**src/rtl/hazard_stall_unit.sv**
```systemverilog
// Decode-stage hazard/stall controller: tracks in-flight destinations, raises load-use and
// branch-in-decode stalls, freezes the pipe on data-memory wait and flags memory timeouts.
module hazard_stall_unit #(
   parameter int CNT_W       = 16,
   parameter int MEM_TIMEOUT = 64
) (
   input  logic             clk,
   input  logic             pc_rst_n,
   input  logic             d_valid,
   input  logic [4:0]       d_rs,
   input  logic [4:0]       d_rt,
   input  logic             d_uses_rs,
   input  logic             d_uses_rt,
   input  logic             d_is_branch,
   input  logic [4:0]       d_writeReg,
   input  logic             d_RW,
   input  logic             d_memRead,
   input  logic             d_memOp,
   input  logic             d_taken,
   input  logic             mem_ready,
   output logic             pc_stall,
   output logic             d_stall,
   output logic             x_bubble,
   output logic             if_flush,
   output logic             pipe_freeze,
   output logic [CNT_W-1:0] stall_cnt,
   output logic             mem_timeout
);

   typedef struct packed {
      logic       valid;
      logic       wr;
      logic       load;
      logic       memop;
      logic [4:0] rd;
   } shadow_t;

   localparam shadow_t    SHADOW_NONE = '0;
   localparam int         WAIT_W      = $clog2(MEM_TIMEOUT + 1);
   localparam [WAIT_W-1:0] WAIT_MAX   = WAIT_W'(MEM_TIMEOUT);
   localparam [WAIT_W-1:0] WAIT_LAST  = WAIT_W'(MEM_TIMEOUT - 1);

   // The WB-stage producer is never consulted for a stall (forwarding covers it), so only
   // the EX and MEM entries are held; the WB slot would be write-only state.
   shadow_t           r_x;
   shadow_t           r_m;
   logic              r_act;
   logic [CNT_W-1:0]  r_stall_cnt;
   logic [WAIT_W-1:0] r_wait;
   logic              r_timeout;

   logic    w_x_hit;
   logic    w_m_hit;
   logic    w_load_use;
   logic    w_branch_hz;
   logic    w_hz;
   logic    w_freeze;
   shadow_t w_dec;

   function automatic logic match(input shadow_t e, input logic [4:0] r);
      return e.valid & e.wr & (e.rd == r) & (r != 5'd0);
   endfunction

   assign w_x_hit     = (d_uses_rs & match(r_x, d_rs)) | (d_uses_rt & match(r_x, d_rt));
   assign w_m_hit     = (d_uses_rs & match(r_m, d_rs)) | (d_uses_rt & match(r_m, d_rt));
   assign w_load_use  = d_valid & w_x_hit & r_x.load;
   assign w_branch_hz = d_valid & d_is_branch & (w_x_hit | (w_m_hit & r_m.load));
   assign w_hz        = w_load_use | w_branch_hz;
   assign w_freeze    = r_m.valid & r_m.memop & ~mem_ready;

   assign w_dec = '{valid: 1'b1, wr: d_RW, load: d_memRead, memop: d_memOp, rd: d_writeReg};

   // r_act keeps every output low from the first reset edge until the first edge out of
   // reset, even while decode inputs are still toggling.
   assign pipe_freeze = r_act & w_freeze;
   assign pc_stall    = r_act & (w_hz | w_freeze);
   assign d_stall     = pc_stall;
   assign x_bubble    = r_act & w_hz & ~w_freeze;
   assign if_flush    = r_act & d_valid & d_is_branch & d_taken & ~w_hz & ~w_freeze;
   assign stall_cnt   = r_stall_cnt;
   assign mem_timeout = r_timeout;

   // NOTE: state updates use <= so every register samples pre-edge values of its peers.
   always_ff @(posedge clk) begin
      if (!pc_rst_n) begin
         r_x         <= SHADOW_NONE;
         r_m         <= SHADOW_NONE;
         r_act       <= 1'b0;
         r_stall_cnt <= '0;
         r_wait      <= '0;
         r_timeout   <= 1'b0;
      end else begin
         r_act <= 1'b1;
         if (!w_freeze) begin
            r_m <= r_x;
            r_x <= (d_valid && !w_hz) ? w_dec : SHADOW_NONE;
         end
         if (pc_stall && (r_stall_cnt != '1))
            r_stall_cnt <= r_stall_cnt + 1'b1;
         if (w_freeze) begin
            if (r_wait != WAIT_MAX)
               r_wait <= r_wait + 1'b1;
            if (r_wait >= WAIT_LAST)
               r_timeout <= 1'b1;
         end else begin
            r_wait <= '0;
         end
      end
   end

endmodule

```
**config.mk**
```make
export PLATFORM = sky130hd
export DESIGN_NAME = hazard_stall_unit
export DESIGN_NICKNAME = d
export VERILOG_FILES = /design/src/rtl/hazard_stall_unit.sv
export SDC_FILE = /design/constraint.sdc
export NUM_CORES = 1
export LEC_CHECK = 0
export ABC_AREA = 0
export CAP_MARGIN = 0
export CORE_UTILIZATION = 51
export CTS_CLUSTER_DIAMETER = 100
export DETAILED_ROUTE_END_ITERATION = 8
export DONT_BUFFER_PORTS = 1
export GPL_TIMING_DRIVEN = 0
export PLACE_DENSITY_LB_ADDON = 0.12
export SYNTH_ARGS = -nofsm -noshare
export SYNTH_HDL_FRONTEND = slang
export SYNTH_SLANG_ARGS = --single-unit
```
**constraint.sdc**
```tcl
create_clock -name clk -period 3.1 [get_ports clk]
set_clock_uncertainty 0.05 [all_clocks]
set_input_delay 0.775 -clock clk [delete_from_list [all_inputs] [get_ports clk]]
set_output_delay 0.775 -clock clk [all_outputs]
set_load 0.02 [all_outputs]
```
==> flow_metrics.tcl, run 1 <==
set metrics [dict create \
    r2r-start "stall_cnt[0]" \
    drive_gt1_share_pct 10.2 \
    htree_levels 2 \
    netlist_instances 254 \
    unrepaired_setup_endpoints_after_global_routing "yes" \
    timing.hold.worst.class "reg2reg" \
    critical_path.endpoint_type "primary output" \
    finalWorstSetupSlack_ns 0.0258 \
    first_global_vias 1678 \
    slew_violations 0 \
    dp_hpwl_um 3480 \
    synth_mux_area_share_pct 4.11 \
    xor_xnor_portion_of_the_synthesized_cell_area_pct 10.4 \
    hold_fix_buffers_cts 0 \
    drt_wl_total_um 4830 \
    synth_edf_count 0 \
    placed_cell_area_mm2 0.00226 \
    outcome "completed" \
    tritoncts "done" \
    path_clk_slew_ns 0.08 \
    p_leak_uw 0.000911 \
    switching_share_pct 22.1 \
    worstRegToRegCells 8 \
    tns_ns 0 \
    firstDrtPassIters 4 \
    filler_cell_count 373 \
    vdd.ir_drop.worst_uv 257 \
    root_buffer "clkbuf_8" \
    post_synth_num_cell_types 47 \
    most-common-layout-cells "dfxtp_1, nand2_1, nor2_1, xnor2_1, a21oi_1" \
    post_drt_via_cell_ratio 5.77 \
    initial_util_pct 54.0 \
    drt_drc_violations_left 0 \
    share_of_the_cycle_needed_by_the_critical_path_after_routing_pct 99.2 \
    floorplan.die.height_um 67.5 \
    vias 1819 \
    place.gp.congestion 0.767 \
    ant_nets 0 \
    wl_met2_um 2240 \
    fin_hold_ws_ns 0.409 \
    power-per-cell-area_mw_per_mm2 416 \
    timing.critical_path.required_ns 2.27 \
    grt_pass1_wl_um 7880 \
    synth-compound-area-share_pct 14.3 \
    tritoncts_num_sinks 43 \
    cts-buffers-inserted 5 \
    drt_first_iter_violations 116 \
    ys.warnings.count 0 \
    grt_antenna_before_repair 0 \
    globalRoute.totalOverflow 0 \
    cellInternalPower_uw 789 \
    psw_uw 223 \
    critPathLaunchType "input pin" \
    layout_cell_area_excl_fill_mm2 0.00243 \
    yosys.area_share.adder_pct 1.71 \
    chipWidth_um 67.5 \
    clock_tree.buffer_depth 2 \
    comb_power_share_pct 5.2 \
    slew_headroom_pct 49.9 \
    share_seq_of_total_power_pct 56.3 \
    pin_count 48 \
    syn_avg_cell_area_um2 8.62 \
    top_routing_layer_in_use "met4" \
    timing.reg2reg.setup_slack_ns 0.58 \
    synth_top_cell_area_share_pct 39.3 \
    timing.final.setup_violations 0 \
    grt_use_total_pct 23.7 \
    routedWlPerCell_um 15.3 \
    synth_top_flop_cell "dfxtp_1" \
    finish.net_count 293 \
    worst_path_max_fanout 7 \
    timing.fmax_mhz 325 \
    row_count 23 \
    worstMarginPinSlew_ns 0.748 \
    mappedNetlistNets 283 \
    grt_start_max_net_pins 13 \
    timing.max_cap.violations 0 \
    fin_crit_ns 3.07 \
    clockPowerShare_pct 38.4 \
    worstPathArrival_ns 2.25 \
    core_region_area_mm2 0.00406 \
    io_buffers 0 \
    regToRegEndpoint "stall_cnt[15]" \
    final-hold-violation-count 0 \
    synth_area_leader_cell "dfxtp_1" \
    synth.top_cells.by_area "dfxtp_1, nand2_1, xnor2_1, xor2_1, mux2i_1" \
    clock_insertion_delay_worst_skew_ns 0.29 \
    synth-simple-area-share_pct 26.9 \
    flow.area_growth_from_synthesis_pct 11.0 \
    dieArea_mm2 0.00456 \
    crit_start "d_rs[0]" \
    wl_met3_um 336 \
    part_of_the_yosys_area_used_for_sequential_elements_pct 39.3 \
    hold_start "r_m[6]" \
    largest_family_of_logic_cells_by_synthesized_area "simple AND/OR/NAND/NOR gates" \
    async_flop_share_pct 0 \
    n_antenna_cell 0 \
    timing.setup.critical_path_class "in2out" \
    mappedNetlistArea_mm2 0.00219 \
    synth-seq-cells 43 \
    placement_setup_slack_ns -0.171 \
    mostFrequentLayoutCell "dfxtp_1" \
    met1_length_um 2220 \
    last_element_of_the_critical_path "pc_stall" \
]
## flip-flops by register name, summed over array words and instances (netlist names)
register     count
mem_timeout      1
r_x              9
stall_cnt       16
r_m              9
r_act            1
r_wait           7
## Yosys cell counts (2+ instances only)
library cell / n
o211a_1: 2
o211ai_1: 2
o2111ai_1: 3
and4_1: 5
a21oi_1: 13
inv_1: 3
nor2_2: 2
a31oi_1: 4
nor3_1: 3
xnor2_1: 14
xor2_1: 12
or3_1: 2
a21o_1: 2
nand2b_1: 8
o21ai_0: 2
nor2_1: 18
clkbuf_1: 5
mux2i_1: 9
and2_1: 2
ha_1: 3
o21ai_1: 5
buf_2: 2
nand3_1: 9
or4_1: 3
a22o_1: 8
nor4_1: 4
nor4_2: 2
nand4_1: 7
dfxtp_1: 43
and3_1: 4
nand2_1: 37
## critical path: stages
cell	delay [ns]
or4_4	0.53
o21ai_4	0.20
nor4_4	0.06
nor2_2	0.20
o211a_1	0.19
buf_6	0.12
inv_8	0.05
buf_6	0.12
## worst min-delay path by stage
stage | depth (start not counted) | endpoint
6_report | 2 | r_m[6]
3_3_place_gp | 2 | r_m[6]
4_1_cts | 2 | r_m[6]
3_5_place_dp | 2 | r_m[6]
5_1_grt | 0 | r_act
2_1_floorplan | 2 | r_m[6]
## area by class of cell
type / count / area [µm²] / area share [%]
clock buffers: 8 / 100 / 4.12
plain buffers: 10 / 55.1 / 2.26
inverters: 5 / 26.3 / 1.08
multi-input cells: 196 / 1300 / 53.6
well taps: 50 / 62.6 / 2.57
repair buffers: 3 / 22.5 / 0.926
flip-flops and latches: 43 / 861 / 35.4
## kinds of logic (layout without fill, tap and decap cells)
| kind of cell | after synthesis | count (layout) |
|---|---|---|
| and+or+nand+nor | 112 | 112 |
| AOI/OAI and AO/OA | 46 | 46 |
| DFF | 43 | 43 |
| xor gates and xnor gates | 26 | 26 |
| buffers and inverters | 15 | 26 |
| muxes | 9 | 9 |
| adders and majority gates | 3 | 3 |
## metrics by stage
step | utilization (%) | power (µW) | instances
4_1_cts | 59.4 | 1020 | 313
3_5_place_dp | 55.7 | 632 | 304
6_report | 59.9 | 1010 | 315
2_1_floorplan | - | 621 | 254
5_1_grt | 59.9 | 1050 | 315
3_3_place_gp | 55.7 | 631 | 304
## timing repair
| item | in CTS | in global routing |
|---|---|---|
| endpoints found under the hold margin | 0 | 0 |
| pin swaps | 4 | 4 |
| gates resized for setup | 8 | 2 |
| setup buffers | 1 | 2 |
| endpoints found under the setup margin | 2 | 2 |
## routing by layer
layer | track usage [%] | up-vias
li1 | - | 928
met4 | 6.38 | 0
met3 | 7.60 | 2
met5 | 0 | -
met2 | 35.4 | 57
met1 | 32.4 | 832
## power by group through the flow
stage | registers (µW) | clock network, µW | logic [µW]
floorplan | 580 | 0 | 40.8
CTS | 570 | 397 | 53.0
detailed placement | 583 | 0 | 49.0
global route | 572 | 423 | 59.3
global placement | 583 | 0 | 48.0
finish | 570 | 389 | 53.1
Note: power is estimated with default switching activity, not from simulation.
==> run 2: changes to the inputs <==
- SETUP_SLACK_MARGIN: default -> 0.05
==> run 2 against run 1 <==
  * Die area did not move
  * Largest power group unchanged
  * Cell count fell by 0.32%
  * Final area rose by 1.3%
  * Wire length rose by 3.3%
  * Worst hold slack improved by 0.015 ns
  * Critical path type unchanged
  * Sequential power barely moved
  * Critical endpoint unchanged
  * First-iteration DRC count fell by 34%
  * Highest routed layer unchanged
  * Worst setup slack got worse by 0.015 ns
  * Global-route usage fell by 0.35 points
  * Combinational power barely moved
  * Power rose by 13%
==> flow_metrics.tcl, run 2 (synthesis gave the netlist of run 1 again) <==
set metrics [dict create \
    dieArea_mm2 0.00456 \
    ant_nets 0 \
    share_seq_of_total_power_pct 49.7 \
    slew_violations 0 \
    pin_count 48 \
    largest_register_ff_count 16 \
    row_count 23 \
    tritoncts "done" \
    path_clk_slew_ns 0.09 \
    sequential_cell_area_um2 861 \
    drt_drc_violations_left 0 \
    share_of_the_cycle_needed_by_the_critical_path_after_routing_pct 99.7 \
    holdPathStages 2 \
    timing.final.setup_violations 0 \
    first_global_vias 1680 \
    finalWorstSetupSlack_ns 0.0107 \
    flow.area_growth_from_synthesis_pct 12.5 \
    fin_cells 314 \
    mostFrequentLayoutCell "dfxtp_1" \
    chipWidth_um 67.5 \
    drt_wl_total_um 4990 \
    most-common-layout-cells "dfxtp_1, nand2_1, nor2_1, xnor2_1, a21oi_1" \
    placement_setup_slack_ns -0.0921 \
    cellInternalPower_uw 907 \
    post_drt_via_cell_ratio 5.87 \
    grt_use_total_pct 23.3 \
    comb_power_share_pct 4.6 \
    timing.setup.critical_path_class "in2out" \
    timing.critical_path.required_ns 2.27 \
    filler_cell_count 375 \
    tritoncts_num_sinks 43 \
    area_of_combinational_cells_with_multiple_inputs_mm2 0.00131 \
    critical_path.endpoint_type "primary output" \
    worstMarginPinSlew_ns 0.790 \
    power-per-cell-area_mw_per_mm2 466 \
    clockPowerShare_pct 45.7 \
    timing.fmax_mhz 324 \
    worstPathArrival_ns 2.26 \
    psw_uw 240 \
    htree_levels 2 \
    clock_insertion_delay_worst_skew_ns 0.30 \
    n_antenna_cell 0 \
    placedCellCount 304 \
    finish.net_count 292 \
    grt_pass1_wl_um 7920 \
    routedWlPerCell_um 15.9 \
    place.gp.congestion 0.827 \
    critPathLaunchType "input pin" \
    grt_start_max_net_pins 15 \
    vdd.ir_drop.worst_uv 240 \
    initial_util_pct 54.0 \
    unrepaired_setup_endpoints_after_global_routing "yes" \
    drt_first_iter_violations 76 \
    firstDrtPassIters 4 \
    cts-buffers-inserted 5 \
    slew_headroom_pct 47.0 \
    hold_start "r_m[6]" \
    timing.max_cap.violations 0 \
    drive_gt1_share_pct 11.0 \
    core_region_area_mm2 0.00406 \
    worstRegToRegCells 8 \
    vias 1842 \
    worst_path_max_fanout 7 \
    globalRoute.totalOverflow 0 \
    worst_hold_path.endpoint "r_m[6]" \
    regToRegEndpoint "stall_cnt[5]" \
    timing.hold.worst.class "reg2reg" \
    clock_tree.buffer_depth 2 \
    switching_share_pct 20.9 \
    fin_crit_ns 3.09 \
    final-hold-violation-count 0 \
    grt_antenna_before_repair 0 \
    dp_hpwl_um 3580 \
    outcome "completed" \
    p_leak_uw 0.000920 \
    floorplan.die.height_um 67.5 \
    r2r-start "stall_cnt[0]" \
    root_buffer "clkbuf_8" \
    io_buffers 0 \
    timing.reg2reg.setup_slack_ns 0.58 \
]
-- run 2: final cells by class --
cell class | count | share of cell area [%]
Buffer | 10 | 2.23
Clock buffer | 5 | 2.79
Clock inverter | 3 | 2.74
Inverter | 5 | 0.863
Multi-Input combinational cell | 196 | 53.3
Sequential cell | 43 | 34.9
Tap cell | 50 | 2.54
Timing Repair Buffer | 2 | 0.609
-- run 2: power by group through the flow --
stage	sequential, µW	clock, µW	combinational [µW]
final	570	524	52.8
after global routing	572	556	59.7
after CTS	570	531	51.5
after detailed placement	583	0	49.5
after global placement	583	0	48.5
after floorplan	580	0	41.6
-- run 2: what timing repair did --
| action | in CTS | in global routing |
|---|---|---|
| pin swaps | 5 | 3 |
| hold endpoints to repair | 0 | 0 |
| hold buffers | 0 | 0 |
| gates resized for setup | 6 | 3 |
| setup endpoints to repair | 2 | 3 |
| setup buffers | 1 | 1 |
-- run 2: critical path, stage by stage --
cell and delay [ns]:
or4_4 0.53, o21ai_4 0.19, nor4_2 0.08, nor2_2 0.18, o211a_1 0.20, buf_6 0.11
inv_4 0.06, buf_6 0.13
-- run 2: worst max-delay path by stage --
stage          startpoint  slack [ns]  endpoint
6_report          d_rs[0]        0.01  pc_stall
5_1_grt           d_rs[0]       -0.05  pc_stall
4_1_cts           d_rs[0]        0.03  pc_stall
3_5_place_dp      d_rs[0]       -0.09  pc_stall
3_3_place_gp      d_rs[0]        -0.1  pc_stall
2_1_floorplan     d_rs[0]        0.06  pc_stall
-- run 2: metrics by stage --
stage | total power [µW] | util [%] | setup TNS [ns] | hold WS [ns] | instance area, µm²
2_1_floorplan | 622 | - | 0 | 0.382 | 2200
5_1_grt | 1190 | 60.7 | -0.0958 | 0.433 | 2460
4_1_cts | 1150 | 60.1 | 0 | 0.410 | 2440
6_report | 1150 | 60.7 | 0 | 0.423 | 2460
3_5_place_dp | 633 | 55.9 | -0.139 | 0.398 | 2270
3_3_place_gp | 632 | 55.9 | -0.143 | 0.390 | 2270
-- run 2: routing by layer --
layer  share of wire, %  vias to the layer above  wire (µm)  track usage (%)
met2                 47                       48       2340             36.4
li1                   -                      927          -                -
met3                5.6                        5        279             6.08
met5                  0                        -          0                0
met1                 47                      862       2330             31.7
met4               0.60                        0         30             5.59
